[src/rtl/column_scanner.sv]
// Column scanner for a multiplexed LED/key matrix.
// Drives one ring stage at a time with dwell and blanking phases.
module column_scanner #(
  parameter int COLS       = 5,
  parameter int MIRROR     = 1,
  parameter int DWELL      = 4,
  parameter int BLANK      = 1,
  parameter int ACTIVE_LOW = 0,
  localparam int RING = (MIRROR != 0) ? (COLS + 1) / 2 : COLS,
  localparam int IW   = (RING > 1) ? $clog2(RING) : 1
) (
  input  logic            clock,
  input  logic            pulse,
  input  logic            enable,
  input  logic            reverse,
  output logic [RING-1:0] col,
  output logic [COLS-1:0] col_phys,
  output logic [IW-1:0]   col_idx,
  output logic            blank,
  output logic            frame_start
);

  localparam int CMAX0 = (DWELL > BLANK) ? DWELL : BLANK;
  localparam int CMAX  = (CMAX0 > 2) ? CMAX0 : 2;
  localparam int CW    = $clog2(CMAX);

  localparam logic [CW-1:0] DLAST = CW'(DWELL - 1);
  localparam logic [CW-1:0] BLAST = CW'((BLANK > 0) ? BLANK - 1 : 0);
  localparam logic [IW-1:0] LAST  = IW'(RING - 1);
  localparam logic [RING-1:0] RING_RST = RING'(1 << (RING - 1));

  typedef enum logic {SCAN, BLNK} phase_t;

  phase_t          phase, phase_n;
  logic [CW-1:0]   cnt, cnt_n;
  logic [RING-1:0] ring, ring_n;
  logic [RING-1:0] rot_f, rot_r;
  logic [IW-1:0]   idx, idx_n;
  logic            adv, wrap, fs_n;
  logic [RING-1:0] masked;
  logic [COLS-1:0] phys_m;

  // Forward walks toward stage 0, reverse toward RING-1.
  for (genvar i = 0; i < RING; i++) begin : g_rot
    assign rot_f[i] = ring[(i + 1) % RING];
    assign rot_r[i] = ring[(i + RING - 1) % RING];
  end

  always_ff @(posedge clock or negedge pulse) begin
    if (!pulse) begin
      phase       <= SCAN;
      cnt         <= '0;
      ring        <= RING_RST;
      idx         <= LAST;
      frame_start <= 1'b0;
    end else begin
      phase       <= phase_n;
      cnt         <= cnt_n;
      ring        <= ring_n;
      idx         <= idx_n;
      frame_start <= fs_n;
    end
  end

  always_comb begin
    phase_n = phase;
    cnt_n   = cnt;
    adv     = 1'b0;
    if (enable) begin
      unique case (phase)
        SCAN: begin
          if (cnt == DLAST) begin
            cnt_n = '0;
            if (BLANK > 0) phase_n = BLNK;
            else           adv     = 1'b1;
          end else begin
            cnt_n = cnt + CW'(1);
          end
        end
        BLNK: begin
          if (cnt == BLAST) begin
            cnt_n   = '0;
            adv     = 1'b1;
            phase_n = SCAN;
          end else begin
            cnt_n = cnt + CW'(1);
          end
        end
        default: phase_n = SCAN;
      endcase
    end
    wrap   = reverse ? (idx == LAST) : (idx == '0);
    ring_n = ring;
    idx_n  = idx;
    if (adv) begin
      ring_n = reverse ? rot_r : rot_f;
      if (reverse) idx_n = (idx == LAST) ? '0 : idx + IW'(1);
      else         idx_n = (idx == '0) ? LAST : idx - IW'(1);
    end
    fs_n = adv & wrap;
  end

  always_comb begin
    blank    = (phase == BLNK);
    masked   = ring & ~{RING{blank}};
    col      = (ACTIVE_LOW != 0) ? ~masked : masked;
    col_phys = (ACTIVE_LOW != 0) ? ~phys_m : phys_m;
    col_idx  = idx;
  end

  // Mirrored pairs: outer columns share a stage, folding toward the centre.
  for (genvar p = 0; p < COLS; p++) begin : g_phys
    localparam int MP  = (p < COLS - 1 - p) ? p : COLS - 1 - p;
    localparam int SRC = (MIRROR != 0) ? MP : p;
    assign phys_m[p] = masked[SRC];
  end

endmodule

[config.mk]
export PLATFORM = sky130hd
export DESIGN_NAME = column_scanner
export DESIGN_NICKNAME = d
export VERILOG_FILES = /design/src/rtl/column_scanner.sv
export SDC_FILE = /design/constraint.sdc
export NUM_CORES = 1
export LEC_CHECK = 0
export CAP_MARGIN = 10
export CORE_UTILIZATION = 26
export CTS_BUF_LIST = sky130_fd_sc_hd__clkbuf_8 sky130_fd_sc_hd__clkbuf_16
export DETAILED_ROUTE_END_ITERATION = 7
export SLEW_MARGIN = 20
export SYNTH_ARGS = -nofsm -noshare
export SYNTH_HDL_FRONTEND = slang
export SYNTH_SLANG_ARGS = --single-unit
[constraint.sdc]
create_clock -name clock -period 1.5 [get_ports clock]
set_input_delay 0.3 -clock clock [delete_from_list [all_inputs] [get_ports clock]]
set_output_delay 0.3 -clock clock [all_outputs]
set_load 0.02 [all_outputs]
==> metrics.md <==
| Metric | Value |
|---|---|
| Outcome | complete, no violations |
| Hold buffer count at CTS | 0 |
| Vias | about 430 |
| Area leader, netlist | dfrtp_1 |
| Pin count of the biggest net entering global routing | 10 |
| Clk_lat worst skew | 0.23 ns |
| Post-CTS resize count | 19 |
| CP max-delay cell | clkdlybuf4s50_1 |
| Share of the yosys chip area belonging to registers | 0.397 |
| Slew margin rel. | 0.720 |
| Gpl congestion | 0.732 |
| DP Wirelength | 733 um |
| Sw frac | 0.362 |
| Final setup vio count | 0 |
| Ys flop type | dfrtp_1 |
| Comb power frac | 0.423 |
| Synth cell types | 18 |
| Final worst path period share | 0.953 |
| First-pass iteration count of the detailed router | 4 |
| Post-route insts no fill | 104 |
| Area growth from synthesis to layout | 33.4% |
| Max-slew violations | 0 |
| H-tree depth | 1 |
| Critical Path RT | ~1.2 ns |
| Avg Cell Area, Syn | 10.1 um^2 |
| Initial antenna violation count | 0 |
| Clock power frac | 0.239 |
| DR WL/cell | 8.89 um |
| Wirelength, routed | 925 um |
| Top Ports | 16 |
| CP bufs+invs | 1 |
| HP Class | in -> async |
| Arrival @ worst endpoint | 1.13 ns |
| Placed cell count | 100 |
| Startpoint Class | flop |
| WS Path Type | reg -> out |
| Mapped Cells | 57 |
| CTS tree | done |
| Core area | 2020 um^2 |
| #FFs+latches synth | 9 |
| Skew final | around 0.0016 ns |
| Fillcell total | 209 |
| Net Sw Power | between 0.4 and 0.5 mW |
| Yosys warnings | 0 |
| Static leakage | roughly 0.40 nW |
| Synth top area share | 0.306 |
| Max Clk Rate | ~700 MHz |
| CP Capture Type | primary output |
| Die Span Y | 48.9 um |
| Max-cap viol count | 0 |
| Root Driver | clkbuf_8 |
| CTS Buffer Depth | 2 |
| DIE WIDTH | around 49 um |
| RSZ-0062 raised after global routing | false |
| Max FO, Critical Path | 1 |
| Min Clock Period, post-route | 1.43 ns |
| Most frequent cell after synthesis | ha_1 |
| Post-synth EDFFs | 0 |
| Vias in the first global route | 371 |
| Worst Tran Pin Value | 0.418 ns |
| Initial core utilization | 0.283 |
| Row count | 16 |
| Clock sink total | 9 |
| Total congestion overflow | 0 |
| Crit-path leading delay family | buffers and inverters |
| Worst-path clk slew | approximately 0.04 ns |
| Setup TNS | 0 ns |
| Crit path largest cell delay | 0.59 ns |
| Post-synthesis net count | 69 |
| First-pass GRT wire length | ~1.5 mm |
| Synth top area cells | dfrtp_1, ha_1, dfstp_2 |
| Starting DRT DRC Count | 2 |
| PortBufs | 15 |
| Nets | 90 |
| Via/cell ratio | slightly above 4 |
| Pwr/cell area | 1460 nW/um^2 |
| FFs w/ async S/R, synth | 1.00 |
| Fin. Hold Viols | 0 |
| Share of layout cells above drive strength 1 | 0.286 |
| Tot GR Track Use | 0.0883 |
| Detail Route Antenna Nets | 0 |
| Mapped Area | ~570 um^2 |
| Post-route DRC violation count | 0 |
| Leading cell types by count after synthesis | ha_1, dfrtp_1, buf_4, mux2i_1, nand2_1 |
| Flop pwr share | 0.338 |
| Die area | 2400 um^2 |
| CTS buffer count | 3 |
| Internal | 0.714 mW |
| Maximum VDD drop | 0.000800 V |
| Ant. Diodes | 0 |
| Postcts setup bufs | 0 |
| CP cell instances | clkdlybuf4s50_1 |
-- worst paths after layout --
kind | end | from | cells past startpoint | slack (ns)
worst max-delay path | frame_start | frame_start$_DFF_PN0_ | 1 | 0.07
worst min-delay path | frame_start$_DFF_PN0_ | pulse | 1 | 0.37
worst max register to register | col_idx[1]$_DFFE_PN1P_ | col_idx[1]$_DFFE_PN1P_ | 6 | 0.16
worst min register to register | col_idx[0]$_DFFE_PN0P_ | col_idx[0]$_DFFE_PN0P_ | 2 | 0.55
max in group asynchronous | col_idx[1]$_DFFE_PN1P_ | pulse | 1 | 0.80
min in group clock | col_idx[0]$_DFFE_PN0P_ | col_idx[0]$_DFFE_PN0P_ | 2 | 0.55
-- worst reg2reg max path, delay by kind of cell (launching register included) --
family,cells,cell delay (ns)
flip-flops,1,0.52
adder cells (fa/ha/maj),1,0.28
AO/OA/AOI/OAI,2,0.24
buffers and inverters,2,0.18
AND/OR/NAND/NOR,1,0.04
-- power by group through the flow --
stage	registers (mW)	clock network, mW	logic, mW
floorplan	0.445	0	0.253
global placement	0.379	0	0.498
detailed placement	0.383	0	0.507
CTS	0.379	0.280	0.480
global route	0.388	0.301	0.546
finish	0.378	0.267	0.473
-- layout make-up --
class	instances	area, um^2	share of cell area
multi-input combinational	37	277	0.362
sequential	9	228	0.298
timing repair buffer	23	166	0.218
clock buffer	3	41.3	0.0540
tap	27	33.8	0.0442
inverter	4	15.0	0.0196
clock inverter	1	3.75	0.00491
-- cells by family (layout without fill, tap and decap cells) --
kind of cell / count (synthesis) / count (layout) / share of synthesized area
multiplexers: 5 / 5 / 0.0873
AO/OA/AOI/OAI: 11 / 11 / 0.103
adder cells (fa/ha/maj): 8 / 8 / 0.175
AND/OR/NAND/NOR: 13 / 13 / 0.118
buffers and inverters: 11 / 31 / 0.120
flip-flops: 9 / 9 / 0.397
-- layout by cell type, fill, tap and decap left out --
cell type,n
dfstp_2,2
and2b_1,3
dlygate4sd2_1,3
buf_4,8
nor2_1,3
a31oi_1,1
nor3_1,1
clkbuf_2,8
nand3_2,1
nand2_1,5
clkbuf_8,3
ha_1,8
o21ai_1,4
clkdlybuf4s50_1,4
a211oi_1,1
inv_1,5
a21oi_1,4
mux2i_1,5
dfrtp_1,7
o21ai_0,1
-- state kept, by name, summed over array words and instances, names as in the netlist --
register     flops
frame_start      1
cnt              2
col_idx          2
ring             3
blank            1
-- per-layer routing --
layer  global-route usage  share of wire
met1               0.0888           0.44
met2                0.146           0.47
met3               0.0592          0.086
met4               0.0294              0
met5                    0              0
-- per-stage QoR --
step                cell area [um^2]  setup slack, ns   util  power (mW)  hold WS [ns]
floorplan                        573            0.146      -       0.698       0.00441
global placement                 763          -0.0212  0.377       0.877         0.536
detailed placement               763          -0.0440  0.377       0.890         0.551
CTS                              805          0.00425  0.398        1.14         0.383
global route                     764           0.0264  0.378        1.23         0.409
finish                           764           0.0701  0.378        1.12         0.374
Note: power is estimated with default switching activity, not from simulation.
